`config.mk`:
```
export PLATFORM = sky130hd
export DESIGN_NAME = fetch_unit
export DESIGN_NICKNAME = d
export VERILOG_FILES = /design/src/rtl/fetch_unit_pkg.sv /design/src/rtl/fetch_skid.sv /design/src/rtl/fetch_unit.sv
export SDC_FILE = /design/constraint.sdc
export NUM_CORES = 1
export LEC_CHECK = 0
export ABC_AREA = 1
export ABC_CLOCK_PERIOD_IN_PS = 2900
export BUFFER_PORTS_ARGS = -buffer_cell sky130_fd_sc_hd__buf_2
export CAP_MARGIN = 20
export CORE_MARGIN = 5
export CORE_UTILIZATION = 55
export DETAILED_ROUTE_END_ITERATION = 6
export GPL_TIMING_DRIVEN = 0
export PLACE_DENSITY = 0.79
export SLEW_MARGIN = 10
export SYNTH_ARGS = -nofsm -noshare
export SYNTH_HDL_FRONTEND = slang
export SYNTH_SLANG_ARGS = --single-unit
export TNS_END_PERCENT = 50
```
`constraint.sdc`:
```
create_clock -name clk -period 2.9 [get_ports clk]
set_clock_uncertainty 0.05 [all_clocks]
set_input_delay 0.29 -clock clk [delete_from_list [all_inputs] [get_ports clk]]
set_output_delay 0.29 -clock clk [all_outputs]
set_load 0.02 [all_outputs]
```
`src/rtl/fetch_unit_pkg.sv`:
```
// ============================================================================
// Module  : fetch_unit_pkg
// Brief   : Shared widths, PC increment and fetch FSM state encoding.
// Revision: 1.0 - initial release
// ============================================================================
`default_nettype none

package fetch_unit_pkg;

   localparam int INSTR_W  = 32;
   localparam int ADDR_W   = 64;
   localparam int OPCODE_W = 11;
   localparam logic [ADDR_W-1:0] PC_INCR = 64'd4;

   typedef logic [1:0] fetch_state_t;

   localparam fetch_state_t c_idle = 2'd0;
   localparam fetch_state_t c_req  = 2'd1;
   localparam fetch_state_t c_drop = 2'd2;
   localparam fetch_state_t c_hold = 2'd3;

endpackage

`default_nettype wire

```
`src/rtl/fetch_skid.sv`:
```
// ============================================================================
// Module  : fetch_skid
// Brief   : One-entry skid buffer holding an instruction word and its PC.
// Revision: 1.0 - initial release
// ============================================================================
`default_nettype none

module fetch_skid
   import fetch_unit_pkg::*;
(
   input  logic               clk,
   input  logic               rst,
   input  logic               load,
   input  logic               clear,
   input  logic [INSTR_W-1:0] wr_instr,
   input  logic [ADDR_W-1:0]  wr_pc,
   output logic               valid,
   output logic [INSTR_W-1:0] instr,
   output logic [ADDR_W-1:0]  pc
);

   logic               r_valid;
   logic [INSTR_W-1:0] r_instr;
   logic [ADDR_W-1:0]  r_pc;

   always_ff @(posedge clk) begin
      if (rst) begin
         r_valid <= 1'b0;
         r_instr <= '0;
         r_pc    <= '0;
      end else if (clear) begin
         r_valid <= 1'b0;
      end else if (load) begin
         r_valid <= 1'b1;
         r_instr <= wr_instr;
         r_pc    <= wr_pc;
      end
   end

   assign valid = r_valid;
   assign instr = r_instr;
   assign pc    = r_pc;

endmodule

`default_nettype wire

```
`src/rtl/fetch_unit.sv`:
```
// ============================================================================
// Module  : fetch_unit
// Brief   : Instruction fetch with IF register, skid buffer and branch redirect.
//           Optional FETCH_PERF_CNT_EN adds the instr_count output.
// Revision: 1.0 - initial release
// ============================================================================
`default_nettype none

module fetch_unit
   import fetch_unit_pkg::*;
#(
   parameter logic [63:0] RESET_PC = 64'h0
)(
   input  logic                clk,
   input  logic                rst,
   input  logic                stall,
   input  logic                branch,
   input  logic                uncond_branch,
   input  logic                zero,
   input  logic [ADDR_W-1:0]   branch_target,
   output logic                imem_req,
   output logic [ADDR_W-1:0]   imem_addr,
   input  logic                imem_valid,
   input  logic [INSTR_W-1:0]  imem_rdata,
   output logic                if_valid,
   output logic [INSTR_W-1:0]  if_instr,
   output logic [ADDR_W-1:0]   if_pc,
   output logic [OPCODE_W-1:0] opcode
`ifdef FETCH_PERF_CNT_EN
   ,
   output logic [31:0]         instr_count
`endif
);

   fetch_state_t        r_state;
   logic [ADDR_W-1:0]   r_pc;
   logic [ADDR_W-1:0]   r_redirect_pc;
   logic                r_if_valid;
   logic [INSTR_W-1:0]  r_if_instr;
   logic [ADDR_W-1:0]   r_if_pc;

   logic                w_take;
   logic                w_mem_load;
   logic                w_skid_load;
   logic                w_skid_unload;
   logic                w_skid_valid;
   logic [INSTR_W-1:0]  w_skid_instr;
   logic [ADDR_W-1:0]   w_skid_pc;

   assign w_take        = r_if_valid & branch & (uncond_branch | zero);
   assign imem_req      = (r_state == c_req) | (r_state == c_drop);
   assign w_mem_load    = (r_state == c_req) & imem_valid & ~w_take & (~r_if_valid | ~stall);
   assign w_skid_load   = (r_state == c_req) & imem_valid & ~w_take & r_if_valid & stall;
   assign w_skid_unload = (r_state == c_hold) & w_skid_valid & ~stall & ~w_take;

   fetch_skid u_skid (
      .clk      (clk),
      .rst      (rst),
      .load     (w_skid_load),
      .clear    (w_take | w_skid_unload),
      .wr_instr (imem_rdata),
      .wr_pc    (r_pc),
      .valid    (w_skid_valid),
      .instr    (w_skid_instr),
      .pc       (w_skid_pc)
   );

   // PC stays on the abandoned address during DROP so imem_addr never moves
   // under an open request; the redirect target waits in r_redirect_pc.
   always_ff @(posedge clk) begin
      if (rst) begin
         r_state       <= c_idle;
         r_pc          <= RESET_PC;
         r_redirect_pc <= RESET_PC;
         r_if_valid    <= 1'b0;
         r_if_instr    <= '0;
         r_if_pc       <= '0;
      end else begin
         if (r_if_valid && !stall)
            r_if_valid <= 1'b0;
         if (w_take) begin
            r_if_valid <= 1'b0;
            if (imem_req && !imem_valid) begin
               r_redirect_pc <= branch_target;
               r_state       <= c_drop;
            end else begin
               r_pc    <= branch_target;
               r_state <= c_req;
            end
         end else begin
            case (r_state)
               c_idle: r_state <= c_req;
               c_req: begin
                  if (w_mem_load) begin
                     r_if_valid <= 1'b1;
                     r_if_instr <= imem_rdata;
                     r_if_pc    <= r_pc;
                     r_pc       <= r_pc + PC_INCR;
                  end else if (w_skid_load) begin
                     r_state <= c_hold;
                  end
               end
               c_hold: begin
                  if (w_skid_unload) begin
                     r_if_valid <= 1'b1;
                     r_if_instr <= w_skid_instr;
                     r_if_pc    <= w_skid_pc;
                     r_pc       <= r_pc + PC_INCR;
                     r_state    <= c_req;
                  end
               end
               c_drop: begin
                  if (imem_valid) begin
                     r_pc    <= r_redirect_pc;
                     r_state <= c_req;
                  end
               end
               default: r_state <= c_idle;
            endcase
         end
      end
   end

`ifdef FETCH_PERF_CNT_EN
   logic [31:0] r_instr_count;

   always_ff @(posedge clk) begin
      if (rst)
         r_instr_count <= '0;
      else if (w_mem_load || w_skid_unload)
         r_instr_count <= r_instr_count + 32'd1;
   end

   assign instr_count = r_instr_count;
`endif

   assign imem_addr = r_pc;
   assign if_valid  = r_if_valid;
   assign if_instr  = r_if_instr;
   assign if_pc     = r_if_pc;
   assign opcode    = r_if_instr[INSTR_W-1 -: OPCODE_W];

endmodule

`default_nettype wire

```
### Word level (Yosys, flattened, before mapping)

Cells that the tools add are included.

* output and inout bits: 173
* bits of input ports: 103
* bits in latches: 0
* bits in writable memories: 0
* word-level logic and storage cells: 76
* bits in registers: 324
* ROM bits: 0
* memories kept: 0

* reduce and logical (&&, ||, !) cells: 14
* equality and inequality tests: 11
* $add $sub $neg: 1
* bitwise gates (word level): 18
* divide/modulo/power cells: 0
* mux-type cells: 23
* shift-type cells: 0
* magnitude comparators: 0
* multiply operators: 0

Operators by type and width (number)
* two-way mux 64 bit: 7
* one-hot mux 64 bit (3 select lines): 1
* one-hot mux 64 bit (2 select lines): 1
* adder 64 x 3 -> 64 bit (second input constant): 1
* two-way mux 32 bit: 2
* one-hot mux 32 bit (2 select lines): 1
* two-way mux 2 bit: 6
* inequality test 3 bit (second input constant): 4
* bitwise AND 1 bit: 10
* one-hot mux 2 bit (4 select lines): 1
* AND reduction 4 bit: 2
* inequality test 2 bit (second input constant): 3
* AND reduction 5 bit: 1
* equality test 2 bit (second input constant): 2
* inverter 1 bit: 4
* bitwise OR 1 bit: 4
* AND reduction 2 bit: 2
* nonzero test 4 bit: 1
* OR reduction 2 bit: 2
* two-way mux 1 bit: 3
* inequality test 3 x 2 -> 1 bit (second input constant): 1
* equality test 2 x 1 -> 1 bit (second input constant): 1
* logical AND 1 bit: 2
* zero test 1 bit: 2
* 3 further kinds: 3

### Depth between registers and ports, before layout

Gate-level depths: netlist (run 1).

* depth after elaboration: 10
* depth in mapped cells: 13
* gate-level depth less buffers: 12

### Modules after synthesis

A second synthesis (run 1) with hierarchy kept.

* cells, all modules: 2432
* area, all modules: 16085.4 um^2

Modules (own cells, without submodules)
* fetch_unit: cells an instance 1808, seq. area each 4544.4 um^2, area each 11987.7 um^2, times used 1
* fetch_skid: cells an instance 624, seq. area each 1941.9 um^2, area each 4097.7 um^2, times used 1

### Worst setup path before layout (run 1)

Ideal clock, no wire load.

* kind: reg-to-reg
* start point: register r_state[0]
* end point: register r_pc[50] (netlist: imem_addr[50])
* data arrival time: 1.743 ns
* stages on the path, launching flop included: 12
* data required time: 2.780 ns
* setup time: 0.070 ns
* slack: 1.037 ns
* clock period less this slack: 1.863 ns
* buffers on the path: 2
* cell sequence: dfxtp_1 inv_1 ha_1 nor2_1 nand2_4 o21ai_2 nor2_4 nand2_4 buf_6 buf_4 nor2_1 a21oi_1

* cells in the longest elaborated chain, start to end: 6
* elaborated cells between the ends (all ways): 19
* classes of those cells: eq/ne (7); mux (2); bitwise (7); reduce/logical (3)

RTL lines
* from (decl): RTL line fetch_unit.sv:35 `fetch_state_t r_state;`
* from (signal assigned): RTL line fetch_unit.sv:72 `r_state <= c_idle;`
* from (signal assigned): RTL line fetch_unit.sv:85 `r_state <= c_drop;`
* from (signal assigned): RTL line fetch_unit.sv:88 `r_state <= c_req;`
* equality test 2 x 1 -> 1 bit / equality test 2 bit (equally long branches)
* bitwise AND 1 bit (on tied branches) (3 in a row): RTL line fetch_unit.sv:52, fetch_unit.sv:54
* inequality test 3 bit (no source line)
* AND reduction 5 bit (no source line)
* to (signal assigned): RTL line fetch_unit.sv:87 `r_pc <= branch_target;`
* to (signal assigned): RTL line fetch_unit.sv:98 `r_pc <= r_pc + PC_INCR;`
* to (signal assigned): RTL line fetch_unit.sv:108 `r_pc <= r_pc + PC_INCR;`
* to (decl): RTL line fetch_unit.sv:36 `logic [ADDR_W-1:0] r_pc;`

Parallel ways exist; a longest one is shown, timed or not.
A chain may end at the register's enable or synchronous reset.

### Worst setup path in the final report (run 1)

* start point: register r_state[0]
* end point: register r_pc[59] (netlist: imem_addr[59])

The elaborated chain is that of the path after synthesis.

==> results of run 1 <==
cells by family (layout without fill, tap and decap cells):
| kind of cell | count (synthesis) | after routing | share of synthesized area (%) |
|---|---|---|---|
| XOR/XNOR | 9 | 9 | 0.511 |
| flip-flops | 324 | 324 | 42.0 |
| AO/OA/AOI/OAI | 669 | 669 | 22.6 |
| AND/OR/NAND/NOR | 893 | 893 | 23.3 |
| buffers and inverters | 429 | 783 | 11.3 |
| adder cells (fa/ha/maj) | 4 | 4 | 0.324 |
how the worst max path moves through the flow:
stage                from  depth (start not counted)             to
2_1_floorplan  r_state[0]                         11  imem_addr[50]
3_3_place_gp   r_state[0]                         11  imem_addr[59]
3_5_place_dp   r_state[0]                         11  imem_addr[59]
4_1_cts        r_state[0]                         11  imem_addr[59]
5_1_grt        r_state[0]                         11  imem_addr[58]
6_report       r_state[0]                         11  imem_addr[59]
placed cells by master (no fill, tap or decap), types with 9 or more instances in the layout:
master                          instances
sky130_fd_sc_hd__dfxtp_1              324
sky130_fd_sc_hd__o21ai_0              335
sky130_fd_sc_hd__nand2_1              598
sky130_fd_sc_hd__nor2_1               182
sky130_fd_sc_hd__dlygate4sd3_1         21
sky130_fd_sc_hd__xor2_1                 9
sky130_fd_sc_hd__a31oi_1               98
sky130_fd_sc_hd__clkbuf_16             36
sky130_fd_sc_hd__buf_2                311
sky130_fd_sc_hd__inv_1                265
sky130_fd_sc_hd__nand3_1               79
sky130_fd_sc_hd__clkbuf_1             102
sky130_fd_sc_hd__buf_4                 15
sky130_fd_sc_hd__a21oi_1              222
registers in the layout, summed over array words and instances (netlist names):
| name | count |
|---|---|
| u_skid.pc | 64 |
| u_skid.valid | 1 |
| imem_addr | 64 |
| u_skid.instr | 32 |
| r_redirect_pc | 64 |
| if_pc | 64 |
| if_instr | 32 |
| if_valid | 1 |
| r_state | 2 |
power by group:
group          internal, mW  total [mW]  switching [mW]
Sequential             5.35        6.32           0.969
Combinational          2.12        6.82            4.70
Clock                  2.72        4.57            1.84
Total                  10.2        17.7            7.52
through the flow:
step,hold WS (ps),setup WS (ps),total power [mW],area (sq um)
finish,11.9,225,17.7,18700
global placement,382,429,12.9,17300
global route,7.66,209,18.6,18700
floorplan,374,1040,10.4,15400
detailed placement,386,390,13.0,17300
CTS,2.17,365,17.6,18700
critical path: stages, from the launching register on:
cell and delay (ps):
sky130_fd_sc_hd__dfxtp_1 390, sky130_fd_sc_hd__inv_1 70, sky130_fd_sc_hd__ha_1 310, sky130_fd_sc_hd__nor2_1 480, sky130_fd_sc_hd__nand2_4 230, sky130_fd_sc_hd__o21ai_2 140
sky130_fd_sc_hd__nor2_4 60, sky130_fd_sc_hd__nand2_4 170, sky130_fd_sc_hd__buf_6 200, sky130_fd_sc_hd__buf_4 190, sky130_fd_sc_hd__nor2_1 110, sky130_fd_sc_hd__a21oi_1 180
cells in the mapped netlist, drive strengths merged:
| cell | instances |
|---|---|
| buf | 58 |
| a21oi | 222 |
| xor2 | 9 |
| o21ai | 342 |
| inv | 274 |
| nand2 | 606 |
| o211ai | 5 |
| nor2 | 190 |
| nand4 | 8 |
| o21bai | 1 |
| dfxtp | 324 |
| o21a | 1 |
| nor3 | 2 |
| clkinv | 1 |
| or2 | 1 |
| a31oi | 98 |
| clkbuf | 96 |
| nand3 | 80 |
| nand3b | 6 |
| ha | 4 |
layout make-up:
cell class / instances / area share, %
multi-input combinational: 1575 / 38.7
sequential: 324 / 34.8
timing repair buffer: 295 / 8.48
inverter: 275 / 5.55
clock buffer: 49 / 5.47
buffer: 154 / 3.77
tap: 378 / 2.54
clock inverter: 10 / 0.778
routing by layer:
| layer | vias to the layer above | GRT usage, % |
|---|---|---|
| met5 | - | 0 |
| li1 | 8190 | - |
| met3 | 147 | 6.37 |
| met1 | 7789 | 45.5 |
| met2 | 886 | 53.9 |
| met4 | 0 | 13.6 |
==> impl_results.md, run 1 <==
* Final critical-path share of the clock period at 92.2%
* Met1 wire length at 22.7 mm
* DRC marker count from the first detailed-route iteration at 1781
* Aggregate global routing overflow at 0
* Final worst path period need at 2670 ps
* Top achievable clock speed at 0.374 GHz
* Worst flop-to-flop path endpoint: imem_addr[59]
* Power density normalized to cell area at 949 nW/um^2
* Footprint of the multi-input gates at 7210 sq um
* Destination of the worst hold path: r_redirect_pc[16]
* Total inserted antenna cells at 0
* Layout filler cell count at 2556
* Leak at 7.80 nW
* RSZ-0062 raised after global routing: false
* Yosys cell types at 33
* Clock edge transition at the registers on the reported setup and hold paths at 60 ps
* TritonCTS Buffers at 35
* Number of buffers added to fix hold violations after cts at 21
* Aggregate routed wire length at 55.2 mm
* Post-synthesis instance area at 15400 sq um
* Status: finished clean
* Worst setup path class: flop to flop
* Beginning of the worst register-to-register path: r_state[0]
* Max-cap violations at 0
* Count of clock tree sinks at 324
* Number of top-level pins at 276
* Total number of placement rows at 61
* Number of storage elements in the synthesis netlist at 324
* Count of placed standard cells including taps at 2980
* Cell type contributing the most total cell area after synthesis: sky130_fd_sc_hd__dfxtp_1
* Internal reg-to-reg setup slack at 230 ps
* P&R area growth vs syn at 20.9%
* Wire length of the first global-routing pass at 84.9 mm
* WL met3 at 5.71 mm
* Number of I/O port buffers at 274
* # nets final at 2767
* Via/cell ratio at 5.56
* Mean Syn Cell Area at 6.63 sq um
* Largest net degree at the start of global routing at 14
* Final Hold Violating Endpoints at 0
* Core area at 27800 sq um
* Highest net fanout along the worst path at 10
* Via count of the first global-routing pass at 15851
* Maximum vdd ir drop at 0.000508 V
* Combined flip-flop and latch cell area at 6490 sq um
* Number of standard cells in the layout, taps in and fillers out at 3060
* Routed len/inst at 18.1 um
* Count of endpoints failing setup in the final report at 0
* Cells on worst reg2reg path at 11
* Total track usage at 33.8%
* Type of element launching the critical path: flop
* Worst slew pin tran at 885 ps
* Class of the tightest hold or removal check: input pin to flop
* Placed wire-length estimate at 41.4 mm
* Later-pin clock latency in the skew report at 530 ps
* Start point of the worst hold path: branch_target[16]
* Setup_tns at 0 ps
* Maximum count of clock buffers along a single path at 3
* H-tree levels at 2
* Yosys warns at 0
* Sort of element at the end of the critical path: flop
* Cell types with the largest area share after synthesis: sky130_fd_sc_hd__dfxtp_1 42%, sky130_fd_sc_hd__nand2_1 15%, sky130_fd_sc_hd__o21ai_0 11%
* Critical Path RT at 3300 ps
* Clock tree from TritonCTS: built
* Die width at 178 um
* Post-synth net total at 2435
* Number of slew-limit violations in the final report at 0
* Share of final-layout standard cells stronger than drive strength 1 at 15.3%
* Post-Synthesis Cells at 2328
* Fraction of the yosys area taken by sequential cells at 42.0%
* First-pass detailed-route iteration total at 6
* Arrival time worst endpoint at 3070 ps
* DRC violations left at 0
* Floorplan die area at 31500 sq um
* Highest Signal Layer: met4
* Vias at 17012
* GPL Wtd Cong at 1.00
* Remaining antenna violation count at 0
* Buffer type at the clock tree root: sky130_fd_sc_hd__clkbuf_16
* Effective utilization at floorplan at 55.6%
* Number of buffers added for setup after CTS at 0
* Vertical die dimension at 178 um
* Post-synth top area share at 42.0%
* Resize count post-CTS at 0
* Number of antenna violations at the first check in global routing at 1
* Wire length on met2 at 24.4 mm
* Remaining max-slew budget at the tightest pin at 41.0%
* Depth of the worst hold-timing path at 3
* Util after Layout at 67.1%
No activity file was read; power rests on OpenSTA's default activity.
==> inputs of run 2 (changes only) <==
--- a/config.mk
+++ b/config.mk
@@ -6,7 +6,7 @@
 export NUM_CORES = 1
 export LEC_CHECK = 0
 export ABC_AREA = 1
-export ABC_CLOCK_PERIOD_IN_PS = 2900
+export ABC_CLOCK_PERIOD_IN_PS = 3100
 export BUFFER_PORTS_ARGS = -buffer_cell sky130_fd_sc_hd__buf_2
 export CAP_MARGIN = 20
 export CORE_MARGIN = 5
==> constraint.sdc (replaced) <==
create_clock -name clk -period 3.1 [get_ports clk]
set_clock_uncertainty 0.05 [all_clocks]
set_input_delay 0.31 -clock clk [delete_from_list [all_inputs] [get_ports clk]]
set_output_delay 0.31 -clock clk [all_outputs]
set_load 0.02 [all_outputs]
==> run 2 against run 1 <==
Via count is 0.82% lower. Largest cell class unchanged. Die area did not move. Critical path type unchanged. Largest power group unchanged. Critical endpoint unchanged. Clock power down 6.3%. Global-route usage decreased by 0.41 points.
==> impl_results.md, run 2 (synthesis results as in run 1) <==
* Routed len/inst at 18.0 um (was 18.1 um)
* Most congested layer reported by global routing: met2 (unchanged)
* Arrival time worst endpoint at 3070 ps (about the same)
* Clock tree from TritonCTS: built (unchanged)
* Clock edge transition at the registers on the reported setup and hold paths at 60 ps (about the same)
* Largest delay share family, worst path: simple AND/OR/NAND/NOR gates (unchanged)
* Placed wire-length estimate at 41.4 mm (unchanged)
* Met1 track demand over resource in global routing at 45.5% (about the same)
* Total track usage at 33.4% (was 33.8%)
* Remaining max-slew budget at the tightest pin at 42.7% (was 41.0%)
* Number of I/O port buffers at 274 (unchanged)
* Wire length of the first global-routing pass at 83.9 mm (was 84.9 mm)
* Leading cell types in the layout, fill and taps excluded: 598 x sky130_fd_sc_hd__nand2_1, 335 x sky130_fd_sc_hd__o21ai_0, 324 x sky130_fd_sc_hd__dfxtp_1, 311 x sky130_fd_sc_hd__buf_2, 265 x sky130_fd_sc_hd__inv_1 (unchanged)
* Total inserted antenna cells at 0 (unchanged)
* Maximum vdd ir drop at 0.000476 V (was 0.000508 V)
* Number of top-level pins at 276 (unchanged)
* Count of clock tree sinks at 324 (unchanged)
* Post-Route Hold Slack at 15.9 ps (was 11.9 ps)
* Cell-by-cell trace of the critical path: inv_1 > ha_1 > nor2_1 > nand2_4 > o21ai_2 > nor2_4 > nand2_4 > buf_6 > buf_4 > nor2_1 > a21oi_1 (unchanged)
* Sort of element at the end of the critical path: flop (unchanged)
* Critical Path RT at 3500 ps (was 3300 ps)
* Leak at 7.71 nW (was 7.80 nW)
* GPL Wtd Cong at 1.00 (unchanged)
* RSZ-0062 raised after global routing: false (unchanged)
* Number of slew-limit violations in the final report at 0 (unchanged)
* H-tree levels at 2 (unchanged)
* DRC violations left at 0 (unchanged)
* Die width at 178 um (unchanged)
* Total power consumption of the routed design at 16.5 mW (was 17.7 mW)
* Met2 Usage GRT at 53.0% (was 53.9%)
* Setup_tns at 0 ps (unchanged)
* Top achievable clock speed at 0.374 GHz (about the same)
* Power density normalized to cell area at 896 nW/um^2 (was 949 nW/um^2)
* Share of final-layout standard cells stronger than drive strength 1 at 15.4% (was 15.3%)
* Later-pin clock latency in the skew report at 520 ps (was 530 ps)
* Status: finished clean (unchanged)
* # nets final at 2746 (was 2767)
* Final worst path period need at 2670 ps (about the same)
* Aggregate routed wire length at 54.6 mm (was 55.2 mm)
* Remaining antenna violation count at 0 (unchanged)
* Worst setup path class: flop to flop (unchanged)
* Number of antenna violations at the first check in global routing at 1 (unchanged)
* Total number of placement rows at 61 (unchanged)
* Number of buffers added to fix hold violations after cts at 0 (was 21)
* Most common cell after layout, fill and taps aside: sky130_fd_sc_hd__nand2_1 (unchanged)
* P&R area growth vs syn at 19.5% (was 20.9%)
* Layout filler cell count at 2599 (was 2556)
* TritonCTS Buffers at 35 (unchanged)
* Worst slew pin tran at 859 ps (was 885 ps)
* Core area at 27800 sq um (unchanged)
* Placed inst area at 17300 sq um (unchanged)
* Class of the tightest hold or removal check: input pin to flop (unchanged)
* Count of endpoints failing setup in the final report at 0 (unchanged)
* DRC marker count from the first detailed-route iteration at 1813 (was 1781)
* First-pass detailed-route iteration total at 6 (unchanged)
* Via count of the first global-routing pass at 15620 (was 15851)
* Via/cell ratio at 5.55 (was 5.56)
* Type of element launching the critical path: flop (unchanged)
* Max-cap violations at 0 (unchanged)
* Number of standard cells in the layout, taps in and fillers out at 3039 (was 3060)
* CP max stage cell: sky130_fd_sc_hd__nor2_1 (unchanged)
* Maximum count of clock buffers along a single path at 3 (unchanged)
* Vias at 16873 (was 17012)
* Effective utilization at floorplan at 55.6% (unchanged)
* Number of buffers added for setup after CTS at 0 (unchanged)
* Aggregate global routing overflow at 0 (unchanged)
* Longest individual stage delay on the worst path at 480 ps (about the same)
* Floorplan die area at 31500 sq um (unchanged)
* Largest net degree at the start of global routing at 14 (unchanged)
* Final Hold Violating Endpoints at 0 (unchanged)
* Final critical-path share of the clock period at 86.2% (was 92.2%)
* Met3 track utilization from global routing at 6.20% (was 6.37%)
* Count of placed standard cells including taps at 2980 (unchanged)
* Highest net fanout along the worst path at 10 (unchanged)
* Buffer type at the clock tree root: sky130_fd_sc_hd__clkbuf_16 (unchanged)
* Count of buffering cells on the critical path with inverters included at 3 (unchanged)
* Final std cell area, no fill at 18400 sq um (was 18700 sq um)
* Vertical die dimension at 178 um (unchanged)
* Resize count post-CTS at 0 (unchanged)
[run 2: cell count changes in the layout (fill, tap and decap cells not counted)]
cell	delta
sky130_fd_sc_hd__dlygate4sd3_1	-21
[run 2: tightest hold or removal path, cell delays in order]
cell and delay (ps):
sky130_fd_sc_hd__buf_2 100, sky130_fd_sc_hd__nand2_1 50, sky130_fd_sc_hd__a31oi_1 70
[run 2: worst paths after layout]
kind,from,depth (start not counted),to,slack (ps)
worst min register to register,u_skid.pc[27],2,u_skid.pc[27],390
worst max register to register,r_state[0],11,imem_addr[59],430
worst min-delay path,imem_rdata[30],3,if_instr[30],20
worst max-delay path,r_state[0],11,imem_addr[59],430
[run 2: final cells by class]
class	count	area, sq um	area share [%]
Tap cell	378	473	2.56
Buffer	154	703	3.81
Inverter	275	1030	5.61
Multi-Input combinational cell	1575	7210	39.1
Timing Repair Buffer	274	1370	7.44
Clock buffer	49	1020	5.53
Sequential cell	324	6490	35.2
Clock inverter	10	145	0.787
[run 2: per-stage QoR]
stage / utilization, % / setup slack, ps
floorplan: - / 1240
global placement: 62.2 / 629
detailed placement: 62.2 / 590
CTS: 66.4 / 565
global route: 66.4 / 409
finish: 66.4 / 429
[run 2: metal layers]
layer	share of wire, %	routed length [um]	vias up
li1	-	-	8155
met4	4.0	2160	0
met5	0	0	-
met2	44	24200	852
met1	41	22500	7741
met3	10	5720	125
[run 2: power breakdown]
group	switching, mW	internal (mW)	leakage, nW
logic	4.38	1.96	4.51
clock network	1.73	2.55	0.567
registers	0.899	5.01	2.64
